==> src/rtl/clk_mon_pkg.sv <==
// Shared definitions for the divided-clock monitor.
// Holds the measurement FSM state encoding, the default divider
// constants (divide-by-28, 50% duty) and the error counter width.
package clk_mon_pkg;

  typedef enum logic [1:0] {
    SYNC = 2'd0,
    HIGH = 2'd1,
    LOW  = 2'd2
  } mon_state_t;

  localparam int EXP_HALF_DEF = 14;
  localparam int LOCK_N_DEF   = 4;
  localparam int ERR_CNT_W    = 8;

endpackage

==> src/rtl/clk_div_monitor_phase_check.sv <==
// Combinational tolerance compare for one measured phase.
// Ports:
//   i_cnt  : measured phase length in clk_in cycles
//   o_pass : high when |i_cnt - EXP_HALF| <= TOL
module phase_check #(
  parameter int CNT_W    = 5,
  parameter int EXP_HALF = 14,
  parameter int TOL      = 0
) (
  input  logic [CNT_W-1:0] i_cnt,
  output logic             o_pass
);

  localparam logic signed [CNT_W:0] EXP_S = (CNT_W+1)'(EXP_HALF);

  logic signed [CNT_W:0] w_diff;
  logic signed [CNT_W:0] w_abs;

  // The extra bit keeps the difference representable when the count is
  // shorter than expected, so the magnitude can be taken safely.
  always_comb begin
    w_diff = $signed({1'b0, i_cnt}) - EXP_S;
    w_abs  = w_diff[CNT_W] ? -w_diff : w_diff;
    o_pass = (int'(w_abs) <= TOL);
  end

endmodule

==> src/rtl/clk_div_monitor.sv <==
// Monitor for a divided clock generated in the clk_in domain.
// Measures every high and low phase of div_in in clk_in cycles, checks
// each against EXP_HALF +/- TOL, and reports lock and error status.
// Ports:
//   clk_in   : system clock, all logic on its rising edge
//   rst      : synchronous active-high reset
//   div_in   : divided clock under test (same clock domain)
//   locked   : high after LOCK_N consecutive good phase checks
//   err      : one-cycle pulse per failed check (mismatch or timeout)
//   high_len : last measured high-phase length
//   low_len  : last measured low-phase length
//   err_cnt  : failed-check count, saturating at 255
module clk_div_monitor
  import clk_mon_pkg::*;
#(
  parameter int EXP_HALF = EXP_HALF_DEF,
  parameter int TOL      = 0,
  parameter int LOCK_N   = LOCK_N_DEF,
  parameter int CNT_W    = $clog2(2*EXP_HALF+1)
) (
  input  logic                 clk_in,
  input  logic                 rst,
  input  logic                 div_in,
  output logic                 locked,
  output logic                 err,
  output logic [CNT_W-1:0]     high_len,
  output logic [CNT_W-1:0]     low_len,
  output logic [ERR_CNT_W-1:0] err_cnt
);

  localparam int GOOD_W = $clog2(LOCK_N+1);
  localparam logic [CNT_W-1:0]     CNT_ONE   = CNT_W'(1);
  localparam logic [CNT_W-1:0]     MAX_CNT   = CNT_W'(2*EXP_HALF);
  localparam logic [GOOD_W-1:0]    GOOD_ONE  = GOOD_W'(1);
  localparam logic [GOOD_W-1:0]    LOCK_V    = GOOD_W'(LOCK_N);
  localparam logic [GOOD_W-1:0]    LOCK_PRE  = GOOD_W'(LOCK_N-1);
  localparam logic [ERR_CNT_W-1:0] ERR_ONE   = ERR_CNT_W'(1);
  localparam logic [ERR_CNT_W-1:0] ERR_MAX   = '1;

  mon_state_t             r_state;
  logic                   r_divQ;
  logic                   r_primed;
  logic [CNT_W-1:0]       r_cnt;
  logic [GOOD_W-1:0]      r_goodCnt;
  logic                   r_locked;
  logic                   r_err;
  logic [CNT_W-1:0]       r_highLen;
  logic [CNT_W-1:0]       r_lowLen;
  logic [ERR_CNT_W-1:0]   r_errCnt;

  mon_state_t             w_nextState;
  logic [CNT_W-1:0]       w_nextCnt;
  logic                   w_rise;
  logic                   w_fall;
  logic                   w_pass;
  logic                   w_check;
  logic                   w_timeout;
  logic                   w_writeHigh;
  logic                   w_writeLow;

  // r_divQ is cleared by reset, so the first sample afterwards would look
  // like an edge whenever div_in happens to be high. r_primed masks edges
  // until r_divQ holds a real sample, which discards the interrupted phase.
  assign w_rise = r_primed &  div_in & ~r_divQ;
  assign w_fall = r_primed & ~div_in &  r_divQ;

  // One comparator serves both branches: whichever phase just ended is
  // the value sitting in r_cnt.
  phase_check #(
    .CNT_W    (CNT_W),
    .EXP_HALF (EXP_HALF),
    .TOL      (TOL)
  ) u_phaseCheck (
    .i_cnt  (r_cnt),
    .o_pass (w_pass)
  );

  // Next-state logic. An edge always wins over the timeout, and a timeout
  // abandons the measurement and waits for a fresh rising edge.
  always_comb begin
    w_nextState = r_state;
    w_nextCnt   = r_cnt;
    w_check     = 1'b0;
    w_timeout   = 1'b0;
    w_writeHigh = 1'b0;
    w_writeLow  = 1'b0;
    case (r_state)
      SYNC: begin
        w_nextCnt = '0;
        if (w_rise) begin
          w_nextState = HIGH;
          w_nextCnt   = CNT_ONE;
        end
      end
      HIGH: begin
        if (w_fall) begin
          w_check     = 1'b1;
          w_writeHigh = 1'b1;
          w_nextState = LOW;
          w_nextCnt   = CNT_ONE;
        end else if (r_cnt == MAX_CNT) begin
          w_timeout   = 1'b1;
          w_nextState = SYNC;
          w_nextCnt   = '0;
        end else begin
          w_nextCnt = r_cnt + CNT_ONE;
        end
      end
      LOW: begin
        if (w_rise) begin
          w_check     = 1'b1;
          w_writeLow  = 1'b1;
          w_nextState = HIGH;
          w_nextCnt   = CNT_ONE;
        end else if (r_cnt == MAX_CNT) begin
          w_timeout   = 1'b1;
          w_nextState = SYNC;
          w_nextCnt   = '0;
        end else begin
          w_nextCnt = r_cnt + CNT_ONE;
        end
      end
      default: begin
        w_nextState = SYNC;
        w_nextCnt   = '0;
      end
    endcase
  end

  // State, counters and registered status outputs. Lock is granted on the
  // check that brings the good count to LOCK_N; any failure drops it.
  always_ff @(posedge clk_in) begin
    if (rst) begin
      r_state   <= SYNC;
      r_divQ    <= 1'b0;
      r_primed  <= 1'b0;
      r_cnt     <= '0;
      r_goodCnt <= '0;
      r_locked  <= 1'b0;
      r_err     <= 1'b0;
      r_highLen <= '0;
      r_lowLen  <= '0;
      r_errCnt  <= '0;
    end else begin
      r_state  <= w_nextState;
      r_divQ   <= div_in;
      r_primed <= 1'b1;
      r_cnt    <= w_nextCnt;
      r_err    <= 1'b0;
      if (w_writeHigh) r_highLen <= r_cnt;
      if (w_writeLow)  r_lowLen  <= r_cnt;
      if (w_check && w_pass) begin
        if (r_goodCnt != LOCK_V) r_goodCnt <= r_goodCnt + GOOD_ONE;
        if (r_goodCnt >= LOCK_PRE) r_locked <= 1'b1;
      end else if (w_check || w_timeout) begin
        r_err     <= 1'b1;
        r_locked  <= 1'b0;
        r_goodCnt <= '0;
        if (r_errCnt != ERR_MAX) r_errCnt <= r_errCnt + ERR_ONE;
      end
    end
  end

  assign locked   = r_locked;
  assign err      = r_err;
  assign high_len = r_highLen;
  assign low_len  = r_lowLen;
  assign err_cnt  = r_errCnt;

endmodule

==> config.mk <==
export PLATFORM = sky130hd
export DESIGN_NAME = clk_div_monitor
export DESIGN_NICKNAME = d
export VERILOG_FILES = /design/src/rtl/clk_mon_pkg.sv /design/src/rtl/clk_div_monitor_phase_check.sv /design/src/rtl/clk_div_monitor.sv
export SDC_FILE = /design/constraint.sdc
export NUM_CORES = 1
export LEC_CHECK = 0
export BUFFER_PORTS_ARGS = -buffer_cell sky130_fd_sc_hd__buf_2
export CORE_UTILIZATION = 40
export DETAILED_ROUTE_END_ITERATION = 8
export MAX_ROUTING_LAYER = met4
export PLACE_DENSITY = 0.58
export SETUP_SLACK_MARGIN = 0.1
export SYNTH_ARGS = -nofsm -noshare
export SYNTH_HDL_FRONTEND = slang
export SYNTH_SLANG_ARGS = --single-unit
export TNS_END_PERCENT = 10
==> constraint.sdc <==
create_clock -name clk_in -period 1.8 [get_ports clk_in]
set_input_delay 0.54 -clock clk_in [delete_from_list [all_inputs] [get_ports clk_in]]
set_output_delay 0.54 -clock clk_in [all_outputs]
set_load 0.05 [all_outputs]
==> results.toml <==
[die]
core_um2 = 4060
initial_core_util_pct = 42.3
rows = 23
die-area_um2 = 4560
die_h_um = 67.5
die_w_um = 67.5
pin_count = 23

[place]
hpwlAfterDp_mm = 2.84
post-place-cells = 281
place.gp.congestion = 0.859
io_buffers = 22
pre_cts_ws_ns = -0.148

[setup_path]
start_kind = "register"
worstPathRequired_ns = 1.98
cp_max_fo = 6
ff2ff_setup_slack_ns = -0.03
crit_path_cell_trace = "inv_2 -> ha_4 -> nand2_1 -> a21oi_2 -> a31oi_4 -> a211oi_4 -> a21oi_1 -> a31o_1"
critical_path_class = "register to register"
endpoint_kind = "register"
arrival_ns = 2.01
cp_slowest_cell = "dfxtp_2"
rr_worst_depth = 8
worstReg2RegEnd = "err_cnt[4]"
critPathMaxStageDelay_ns = 0.37
worstReg2RegStart = "r_state[1]"

[yosys]
yosysSeqAreaShare_pct = 37.3
ys_warn_count = 0
syn_area_um2 = 1720
synth.avg_cell_area_um2 = 8.95
yosysUniqueCellTypes = 47
synth_nets = 208
ys_ff_latch = 32
synthCells = 192

[sta]
drv_slew = 0
min_period_ns = 1.83
worstMarginPinSlew_ns = 0.359
setup_tns_ns = -0.0897
hold_violations = 0
min_period_over_period_pct = 102
rsz0062_at_grt = "yes"
setup_viol = 4
finClkSkew_ns = 0.00491
relSlewSlack_pct = 76.0
fmax_ghz = 0.546
setup_slack_ns = -0.0303

[clock_network]
cts.clk_slew.worst_paths_ns = 0.07
worstSkewPairLatency_ns = 0.28
postCtsHoldBufs = 0
cts_buffers = 5
cts_tree = "built"
clock_path_buffers = 2
root_buffer = "clkbuf_8"
numClockSinks = 32
cts-htree-levels = 2

[global_routing]
grt_max_degree = 15
grt_pass1_wl_mm = 6.67
antenna_found_initial = 0
grt_pass1_vias = 1516
grt_usage_pct = 20.5
grt-ovfl-total = 0

[power_and_ir_drop]
switching_share_pct = 22.8
seqPwrFrac_pct = 52.0
p_int_mw = 1.06
ir_worst_vdd_mv = 0.279
combPwrFrac_pct = 6.6
power_switching_mw = 0.313
pwr-share-clk_pct = 41.4
p_leak_nw = 1.01
power_density_nw_per_um2 = 586

[route]
drtIter0Drc = 63
drt-vias-per-instance = 5.32
antenna_left = 0
num_vias = 1570
drc = 0
wl_per_cell_um = 13.4
firstDrtPassIters = 4
wl_mm = 3.96

[cells_and_area]
n_antenna_cell = 0
mostFrequentLayoutCells = "buf_4 (30), nor2_1 (27), dfxtp_1 (22), buf_2 (22), nand2_1 (15)"
final_layout_size_suffix_gt1_share_pct = 40.0
instances_no_fill = 295
syn_to_final_growth_pct = 36.6
final_common_cell = "buf_4"
nets = 260

[worst_hold_path]
hp-start = "locked"
hold_depth = 2
hold_path_class = "register to register"
min_delay_worst_endpoint = "locked"

[flow_run]
cap_violations = 0

[status]
outcome = "finished with violations"
violations = "negative setup slack"
-- metrics by stage --
step                      hold slack (ns)  total power [mW]  utilization (%)  area, µm²
after floorplan                     0.466             0.787                -       1820
after global placement              0.459             0.819             52.5       2130
after global routing                0.516              1.44             57.8       2350
final                               0.491              1.38             57.8       2350
after detailed placement            0.485             0.821             52.5       2130
after CTS                           0.494              1.39             56.3       2290
-- kinds of logic after synthesis --
| kind of cell | synth area share, % |
|---|---|
| and+or+nand+nor | 21.6 |
| AOI/OAI and AO/OA | 18.0 |
| DFF | 37.3 |
| buffers and inverters | 5.39 |
| adders and majority gates | 9.47 |
| muxes | 5.24 |
| xor gates and xnor gates | 3.06 |
-- registers in the layout, indices dropped and copies added (netlist names) --
register	cells
low_len	5
r_goodCnt	3
err	1
err_cnt	8
r_state	2
high_len	5
r_divQ	1
r_primed	1
r_cnt	5
locked	1
-- Yosys cell counts, drive strengths merged --
cell / n / area, µm²
dfxtp: 32 / 641
nor2: 27 / 101
nand2: 18 / 75.1
a21oi: 16 / 83.8
ha: 13 / 163
inv: 11 / 41.3
mux2i: 9 / 90.1
nand3: 7 / 40.0
buf: 5 / 40.0
o21ai: 5 / 25.0
a31oi: 4 / 37.5
nand4: 4 / 31.3
clkbuf: 3 / 11.3
nand3b: 3 / 22.5
xnor2: 3 / 26.3
xor2: 3 / 26.3
a211oi: 2 / 32.5
a22oi: 2 / 15.0
a31o: 2 / 17.5
and3: 2 / 12.5
nand2b: 2 / 12.5
nor2b: 2 / 12.5
nor3: 2 / 10.0
a2111o: 1 / 11.3
a21bo: 1 / 10.0
a22o: 1 / 8.76
a2bb2oi: 1 / 26.3
a311oi: 1 / 8.76
a41oi: 1 / 8.76
and2: 1 / 8.76
and3b: 1 / 8.76
nand4b: 1 / 15.0
nor4: 1 / 6.26
o211ai: 1 / 7.51
o221ai: 1 / 8.76
o31ai: 1 / 7.51
or2: 1 / 6.26
or4: 1 / 7.51
-- critical path, delay by kind of cell, from the launching register on --
family                   cells  cell delay (ns)
AO/OA/AOI/OAI                5             0.91
adder cells (fa/ha/maj)      1             0.30
buffers and inverters        1             0.06
flip-flops                   1             0.37
AND/OR/NAND/NOR              1             0.08
-- what timing repair did --
item	4_1_cts	5_1_grt
endpoints found under the setup margin	13	13
pin swaps	16	8
setup buffers	5	1
resized for setup	7	10
-- area by class of cell --
class                           count  area [µm²]
Multi-Input combinational cell    141        1140
Clock buffer                        8        90.1
Sequential cell                    32         663
Timing Repair Buffer               53         347
Fill cell                         354        1710
Tap cell                           50        62.6
Inverter                           11        41.3
-- power by group through the flow --
stage	clock network (mW)	registers, mW	logic (mW)
CTS	0.591	0.715	0.0887
floorplan	0	0.735	0.0527
finish	0.569	0.715	0.0912
global route	0.621	0.715	0.100
global placement	0	0.733	0.0856
detailed placement	0	0.734	0.0870
-- worst max path at each step --
| stage | slack (ns) | to | cells after the start | start |
|---|---|---|---|---|
| floorplan | 0.006 | err_cnt[7] | 8 | r_cnt[0] |
| detailed placement | -0.15 | err_cnt[4] | 7 | div_in |
| CTS | -0.04 | err_cnt[7] | 7 | err_cnt[1] |
| finish | -0.03 | err_cnt[4] | 8 | r_state[1] |
| global route | -0.13 | err_cnt[7] | 8 | r_cnt[1] |
| global placement | -0.07 | err_cnt[4] | 7 | div_in |
-- per-layer routing --
layer  GRT usage, %  share of wire (%)  vias to the layer above  wire, µm
li1               -                  -                      772         -
met1           20.8                 44                      760      1750
met2           36.5                 51                       33      2020
met3           5.24                3.2                        5       126
met4           9.57                1.3                        0        53
met5              -                  0                        -         0
No activity file was read; power rests on OpenSTA's default activity.
